## src/rtl/flow_ctrl.sv

```systemverilog
// flow_ctrl: pipeline flow-control unit for the in-order core.
// Collects hazard and cache-miss events from ID, EX, Icache and Dcache and
// drives the back-and-keep (bk), jump and flush controls for IF and the
// IF/ID, ID/EX and EX/MEM pipeline registers.
//
// Ports:
//   clk, rst_n            clock, asynchronous active-low reset
//   ex_jump_flag_i/pc_i   EX-resolved taken branch/jump and its target
//   id_load_use_i         load-use hazard detected in ID
//   icache_miss_i/ready_i Icache miss and refill-complete
//   dcache_miss_i/ready_i Dcache miss and refill-complete
//   fc_bk_*_o             hold IF and the IF/ID, ID/EX, EX/MEM registers
//   fc_jump_flag_if_o     IF loads fc_jump_pc_if_o
//   fc_flush_id/ex_o      load a bubble into IF/ID, ID/EX
//
// Optional feature, macro FC_PERF_CNT_EN:
//   adds fc_stall_cnt_o (cycles with fc_bk_if_o=1) and fc_flush_cnt_o
//   (cycles with fc_jump_flag_if_o=1), both 32-bit wrapping counters.
//
// Outputs are combinational from state and inputs, and forced to 0 while
// rst_n is low.
module flow_ctrl #(
  parameter int unsigned PC_W = 32
) (
  input  logic            clk,
  input  logic            rst_n,
  input  logic            ex_jump_flag_i,
  input  logic [PC_W-1:0] ex_jump_pc_i,
  input  logic            id_load_use_i,
  input  logic            icache_miss_i,
  input  logic            icache_ready_i,
  input  logic            dcache_miss_i,
  input  logic            dcache_ready_i,
  output logic            fc_bk_if_o,
  output logic            fc_jump_flag_if_o,
  output logic [PC_W-1:0] fc_jump_pc_if_o,
  output logic            fc_bk_id_o,
  output logic            fc_bk_ex_o,
  output logic            fc_bk_mem_o,
  output logic            fc_flush_id_o,
`ifdef FC_PERF_CNT_EN
  output logic            fc_flush_ex_o,
  output logic [31:0]     fc_stall_cnt_o,
  output logic [31:0]     fc_flush_cnt_o
`else
  output logic            fc_flush_ex_o
`endif
);

  typedef enum logic {RUN = 1'b0, I_WAIT = 1'b1} state_t;

  state_t          state, state_nxt;
  logic            d_busy, d_busy_nxt;
  logic            jp_valid, jp_valid_nxt;
  logic [PC_W-1:0] jp_pc, jp_pc_nxt;
  logic            freeze;

  logic            bk_if, bk_id, bk_ex, bk_mem;
  logic            jump_flag;
  logic [PC_W-1:0] jump_pc;
  logic            flush_id, flush_ex;

  // State register
  always_ff @(posedge clk or negedge rst_n) begin
    if (!rst_n) begin
      state    <= RUN;
      d_busy   <= 1'b0;
      jp_valid <= 1'b0;
      jp_pc    <= '0;
    end else begin
      state    <= state_nxt;
      d_busy   <= d_busy_nxt;
      jp_valid <= jp_valid_nxt;
      jp_pc    <= jp_pc_nxt;
    end
  end

  // Next-state and control decode
  always_comb begin
    state_nxt    = state;
    jp_valid_nxt = jp_valid;
    jp_pc_nxt    = jp_pc;
    bk_if        = 1'b0;
    bk_id        = 1'b0;
    bk_ex        = 1'b0;
    bk_mem       = 1'b0;
    jump_flag    = 1'b0;
    jump_pc      = '0;
    flush_id     = 1'b0;
    flush_ex     = 1'b0;

    // Freeze spans miss..ready inclusive; ready clears it at the end of that cycle.
    if (dcache_ready_i)     d_busy_nxt = 1'b0;
    else if (dcache_miss_i) d_busy_nxt = 1'b1;
    else                    d_busy_nxt = d_busy;

    freeze = d_busy | dcache_miss_i;

    if (freeze) begin
      // Whole pipe holds; a returning Icache fill still lands and is kept in IF/ID.
      bk_if  = 1'b1;
      bk_id  = 1'b1;
      bk_ex  = 1'b1;
      bk_mem = 1'b1;
      if (state == I_WAIT && icache_ready_i) state_nxt = RUN;
    end else begin
      unique case (state)
        RUN: begin
          if (jp_valid) begin
            jump_flag    = 1'b1;
            jump_pc      = jp_pc;
            flush_id     = 1'b1;
            jp_valid_nxt = 1'b0;
          end else if (ex_jump_flag_i) begin
            jump_flag = 1'b1;
            jump_pc   = ex_jump_pc_i;
            flush_id  = 1'b1;
            flush_ex  = 1'b1;
          end else if (icache_miss_i) begin
            bk_if     = 1'b1;
            flush_id  = 1'b1;
            state_nxt = I_WAIT;
          end else if (id_load_use_i) begin
            bk_if    = 1'b1;
            bk_id    = 1'b1;
            flush_ex = 1'b1;
          end
        end
        I_WAIT: begin
          bk_if    = 1'b1;
          flush_id = 1'b1;
          // Redirect is buffered and issued once the fetch completes.
          if (ex_jump_flag_i) begin
            flush_ex     = 1'b1;
            jp_pc_nxt    = ex_jump_pc_i;
            jp_valid_nxt = 1'b1;
          end
          if (icache_ready_i) begin
            state_nxt = RUN;
            // Without a pending redirect the fetched instruction is wanted.
            if (!(jp_valid || ex_jump_flag_i)) begin
              bk_if    = 1'b0;
              flush_id = 1'b0;
            end
          end
        end
        default: state_nxt = RUN;
      endcase
    end
  end

  // Outputs are quiet while reset is asserted
  assign fc_bk_if_o        = rst_n & bk_if;
  assign fc_bk_id_o        = rst_n & bk_id;
  assign fc_bk_ex_o        = rst_n & bk_ex;
  assign fc_bk_mem_o       = rst_n & bk_mem;
  assign fc_jump_flag_if_o = rst_n & jump_flag;
  assign fc_jump_pc_if_o   = (rst_n && jump_flag) ? jump_pc : '0;
  assign fc_flush_id_o     = rst_n & flush_id;
  assign fc_flush_ex_o     = rst_n & flush_ex;

`ifdef FC_PERF_CNT_EN
  logic [31:0] stall_cnt, flush_cnt;

  // Performance counters, wrapping
  always_ff @(posedge clk or negedge rst_n) begin
    if (!rst_n) begin
      stall_cnt <= '0;
      flush_cnt <= '0;
    end else begin
      if (fc_bk_if_o)        stall_cnt <= stall_cnt + 32'd1;
      if (fc_jump_flag_if_o) flush_cnt <= flush_cnt + 32'd1;
    end
  end

  assign fc_stall_cnt_o = stall_cnt;
  assign fc_flush_cnt_o = flush_cnt;
`endif

endmodule

```

## config.mk

```make
export PLATFORM = sky130hd
export DESIGN_NAME = flow_ctrl
export DESIGN_NICKNAME = d
export VERILOG_FILES = /design/src/rtl/flow_ctrl.sv
export SDC_FILE = /design/constraint.sdc
export NUM_CORES = 1
export LEC_CHECK = 0
export ABC_CLOCK_PERIOD_IN_PS = 2200
export BUFFER_PORTS_ARGS = -buffer_cell sky130_fd_sc_hd__buf_2
export CAP_MARGIN = 40
export CORE_ASPECT_RATIO = 1.2
export CORE_MARGIN = 1
export CORE_UTILIZATION = 50
export CTS_BUF_LIST = sky130_fd_sc_hd__clkbuf_4 sky130_fd_sc_hd__clkbuf_8
export DETAILED_ROUTE_END_ITERATION = 10
export PLACE_DENSITY = 0.89
export SYNTH_ARGS = -nofsm -noshare
export SYNTH_HDL_FRONTEND = slang
export SYNTH_SLANG_ARGS = --single-unit
```

## constraint.sdc

```tcl
create_clock -name clk -period 2.2 [get_ports clk]
set_clock_uncertainty 0.2 [all_clocks]
set_input_delay 0.22 -clock clk [delete_from_list [all_inputs] [get_ports clk]]
set_output_delay 0.22 -clock clk [all_outputs]
set_load 0.02 [all_outputs]
```

==> Word-level counts from Yosys, hierarchy flattened <==
Cells that the tools add are included.
{ "word_totals": {"inputBits": 40, "out_inout_bits": 39, "register_bits": 35} }
{ "classes": {"n_bitwise": 9, "n_mux": 42, "reduce_logical": 6, "eq_ne": 2} }
{ "ops": {"columns": ["operator", "n"], "rows": [
  ["two-way mux 32 bit", 5],
  ["two-way mux 1 bit", 32],
  ["case mux 1 bit (2 select lines)", 5],
  ["AND 1 bit", 6],
  ["AND reduction 3 bit", 1],
  ["logical AND 1 bit", 2],
  ["inequality test 2 x 1 -> 1 bit (second input constant)", 1],
  ["inequality test 2 bit (second input constant)", 1],
  ["NOT 1 bit", 2],
  ["AND reduction 2 bit", 1],
  ["nonzero test 2 bit", 1],
  ["logical OR 1 bit", 1],
  ["bitwise OR 1 bit", 1]
]} }

==> Longest topological paths before layout <==
{ "logic_depth": {"word_depth": 7, "ltp_mapped": 6} }

==> Worst setup path after synthesis <==
OpenSTA, ideal clock, no wires.
{ "synth_path": {"path_type": "flip-flop to output port", "from": "register d_busy", "to": "output port fc_jump_pc_if_o[10]", "path_buffers": 2, "required_time_ps": 1780, "slack_ps": 272, "t_arrival_ps": 1508, "path_stages_with_launch": 6, "cell_sequence": "dfrtp_1 nor2_4 or4b_1 buf_2 buf_6 nor2_2"} }
{ "synth_between": {"elab_chain_len": 4, "elab_cells_between_ends": 5} }
{ "synth_rtl": {"columns": ["item", "line_no", "rtl"], "rows": [
  ["from (decl)", "53", "logic d_busy, d_busy_nxt;"],
  ["from (signal assigned)", "72", "d_busy <= d_busy_nxt;"],
  ["bitwise OR 1 bit *", "97", "freeze = d_busy | dcache_miss_i;"],
  ["two-way mux 1 bit", "99", "if (freeze) begin"],
  ["logical AND 1 bit", "158", "assign fc_jump_pc_if_o = (rst_n && jump_flag) ? jump_pc : '0;"],
  ["two-way mux 32 bit *", "158", null],
  ["to (decl)", "36", "output logic [PC_W-1:0] fc_jump_pc_if_o,"]
]} }
Mark *: on every way between the ends. The rest lies on a longest branch, timed or not.

==> Worst setup path after layout <==
{ "layout_path": {"from": "register d_busy", "to": "output port fc_jump_pc_if_o[25]"} }
Same word-level chain as after synthesis.

==> parameters.txt <==
Parameter                              Value

Status
  Run status    complete, but fails checks
  Failing checks    setup timing

Power and ir drop
  Power spent charging and discharging nets    707 uW
  Power per cell area    648 nW/um^2
  Cell-internal power    1410 uW
  Worst IR Drop VDD    0.000638 V
  Portion of total power attributed to the clock network    22.0%
  Power share of the sequential group    45.2%
  Fraction of power spent switching nets    33.4%
  Combinational Power Share    32.8%
  Leak    0.00144 uW

Placement
  IO buf count    78
  Cell count after placement    300
  Routability congestion estimate from global placement    0.792
  Half-perimeter wire length after detailed placement    3000 microns
  Worst setup slack before clock tree synthesis    0.117 ns

Finish
  Diodes inserted    0
  Top library cells by usage in the layout, fill and taps aside    46 x buf_2, 35 x dfrtp_1, 34 x dlygate4sd3_1
  Most common library cell in the layout ignoring fill and taps    buf_2
  Fraction of final layout cells with drive strength greater than 1    57.1%
  Non-filler cells, final    346
  Final net count    333
  Signed area change from the synthesized netlist to the final layout    69.4%

Logic synthesis
  Top cell type's share of synthesized area    45.4%
  Netlist Area Pre-Place    1930 sq um
  Library cell occupying the most area in the post-synthesis netlist    dfrtp_1
  Top cells by area, synth    dfrtp_1 45%, mux2_2 18%, a22oi_1 12%
  Syn_area_per_cell    11.0 sq um
  Distinct cell type count of the synthesized netlist    25
  Post-synthesis register bit count    35
  Synthesized instance count    175
  Synthesized Nets    215
  Seq/Total Area, Yosys    45.4%
  Warnings from Yosys    0

Routing
  Antenna Nets Post-Route    0
  Via count    1915
  DRC    0
  Length of the first detailed-routing pass in iterations    4
  DRC marker count from the first detailed-route iteration    80
  Final wirelength    6370 microns
  Average wire per cell in the routed design    18.4 microns
  Via density per instance    5.53

Die
  Full die area    4110 sq um
  Ports    79
  Die Y-Extent    70.0 microns
  Horizontal extent of the die    58.7 microns
  Area of the placeable core    3660 sq um
  Standard-cell row count    24
  Initial Util    52.6%

Timing
  Post-layout minimum cycle time    2.24 ns
  Max frequency    446 MHz
  Post-route fraction of the period consumed by the critical path    102%
  Count of final setup violators    18
  Actual transition at the worst max-transition pin    0.384 ns
  Unrepaired setup endpoints after global routing    true
  Final Hold Vio Count    0
  Final Max Tran Viols    0
  Least setup slack across all paths after layout    -0.0415 ns
  Headroom to the max-slew limit    74.2%

Clocking
  Sink Count    35
  Clock latency reported for the late side of the worst-skew pair    0.29 ns
  Clock buffer depth    2
  Clock tree root buffer cell    clkbuf_8
  Clock slew seen by the registers of the worst setup and hold paths    0.08 ns
  Clock tree from TritonCTS    built
  Number of levels in the clock H-tree    2
  Number of buffers created by CTS    5

Worst setup path
  Critical Path Start Type    flop
  Arrival time worst endpoint    1.82 ns
  Type of element capturing the critical path    output pin
  Worst R2R Path Depth    6
  Required time of the critical path    1.78 ns
  Critical Path Fanout Max    8
  Critical Setup Path Class    flop to output pin
  Launching instance or port of the critical path    d_busy$_DFFE_PN0P_
  Worst r2r src    d_busy$_DFFE_PN0P_

Hold path
  Min-Delay Path Class    input pin to flop
  Origin of the worst min-delay path    icache_ready_i
  Depth of the worst hold-timing path    3

Global routing
  Total routing usage reported by global routing    26.2%
  Initial antenna violation count    0
  Vias in the first global route    1753
  Total grt overflow    0
  Pin count of the biggest net entering global routing    37
  First-pass GRT wire length    7960 microns

Flow run
  Number of max-cap violations    0
-- registers in the layout, summed over array words and instances, names as in the netlist --
signal and count:
jp_pc 32, jp_valid 1, d_busy 1, state 1
-- cell usage after synthesis, drive strengths merged --
| cell | n |
|---|---|
| nor2 | 37 |
| dfrtp | 35 |
| mux2 | 32 |
| a22oi | 31 |
| buf | 9 |
| clkbuf | 7 |
| nand2 | 4 |
| a21oi | 3 |
| and3 | 2 |
| inv | 2 |
| nand2b | 2 |
| nor2b | 2 |
| nor3 | 2 |
| a221oi | 1 |
| a31oi | 1 |
| nand3 | 1 |
| nand3b | 1 |
| nor3b | 1 |
| o21ai | 1 |
| or4b | 1 |
-- worst paths after layout --
path,slack (ns),endpoint
setup / recovery,-0.04,fc_jump_pc_if_o[25]
hold / removal,0.006,state$_DFFE_PN0P_
setup reg to reg,0.29,jp_pc[21]$_DFFE_PN0P_
hold reg to reg,0.32,jp_pc[20]$_DFFE_PN0P_
max in group asynchronous,1.26,jp_pc[24]$_DFFE_PN0P_
min in group asynchronous,0.36,jp_pc[1]$_DFFE_PN0P_
-- power groups by stage --
stage,clock [uW],combinational [uW],sequential (uW)
after floorplan,0,386,919
after detailed placement,0,518,949
after CTS,463,580,937
after global routing,507,738,975
final,465,694,958
after global placement,0,499,933
-- cell type report --
| class | instances | area, sq um |
|---|---|---|
| fillers | 161 | 398 |
| clock buffers | 5 | 68.8 |
| repair buffers | 127 | 1120 |
| well taps | 52 | 65.1 |
| multi-input cells | 122 | 1110 |
| clock inverters | 3 | 20.0 |
| inverters | 2 | 7.51 |
| flip-flops and latches | 35 | 876 |
-- cell families (layout without fill, tap and decap cells) --
kind of cell | count (synthesis) | count (layout) | synth area share [%]
AND/OR/NAND/NOR | 53 | 53 | 16.3
AO/OA/AOI/OAI | 37 | 37 | 13.9
flip-flops | 35 | 35 | 45.4
multiplexers | 32 | 32 | 18.7
buffers and inverters | 18 | 137 | 5.71
-- stage by stage --
stage / hold WS, ns / TNS, ns / power, uW / utilization, % / instance area (sq um)
after floorplan: -0.276 / 0 / 1300 / - / 1930
after global placement: 0.104 / 0 / 1430 / 64.6 / 2370
after detailed placement: 0.0999 / 0 / 1470 / 64.6 / 2370
after CTS: 0.00117 / 0 / 1980 / 78.4 / 2870
after global routing: 0.00580 / -1.53 / 2220 / 89.1 / 3270
final: 0.00645 / -0.272 / 2120 / 89.1 / 3270
-- critical path, stage by stage (launching register included) --
cell and delay [ns]:
dfrtp_1 0.41, nor2_4 0.09, or4b_4 0.56, clkbuf_16 0.23, nor2_4 0.11, buf_6 0.13
-- routing by layer --
layer  global-route usage [%]  share of wire [%]  vias up
met5                        0                  0        -
met4                     11.4                4.3        0
met3                     7.04                4.1       25
met2                     45.8                 56       82
met1                     29.2                 35      943
li1                         -                  -      865
-- what timing repair did --
action                                  CTS  global route
hold buffers                             33             2
pin swaps                                 0            32
endpoints found under the setup margin   33            33
gates cloned                              0             2
resized for setup                        27            79
buffers inserted                          0             1
hold endpoints to repair                 66             2
No activity file was read; power rests on OpenSTA's default activity.
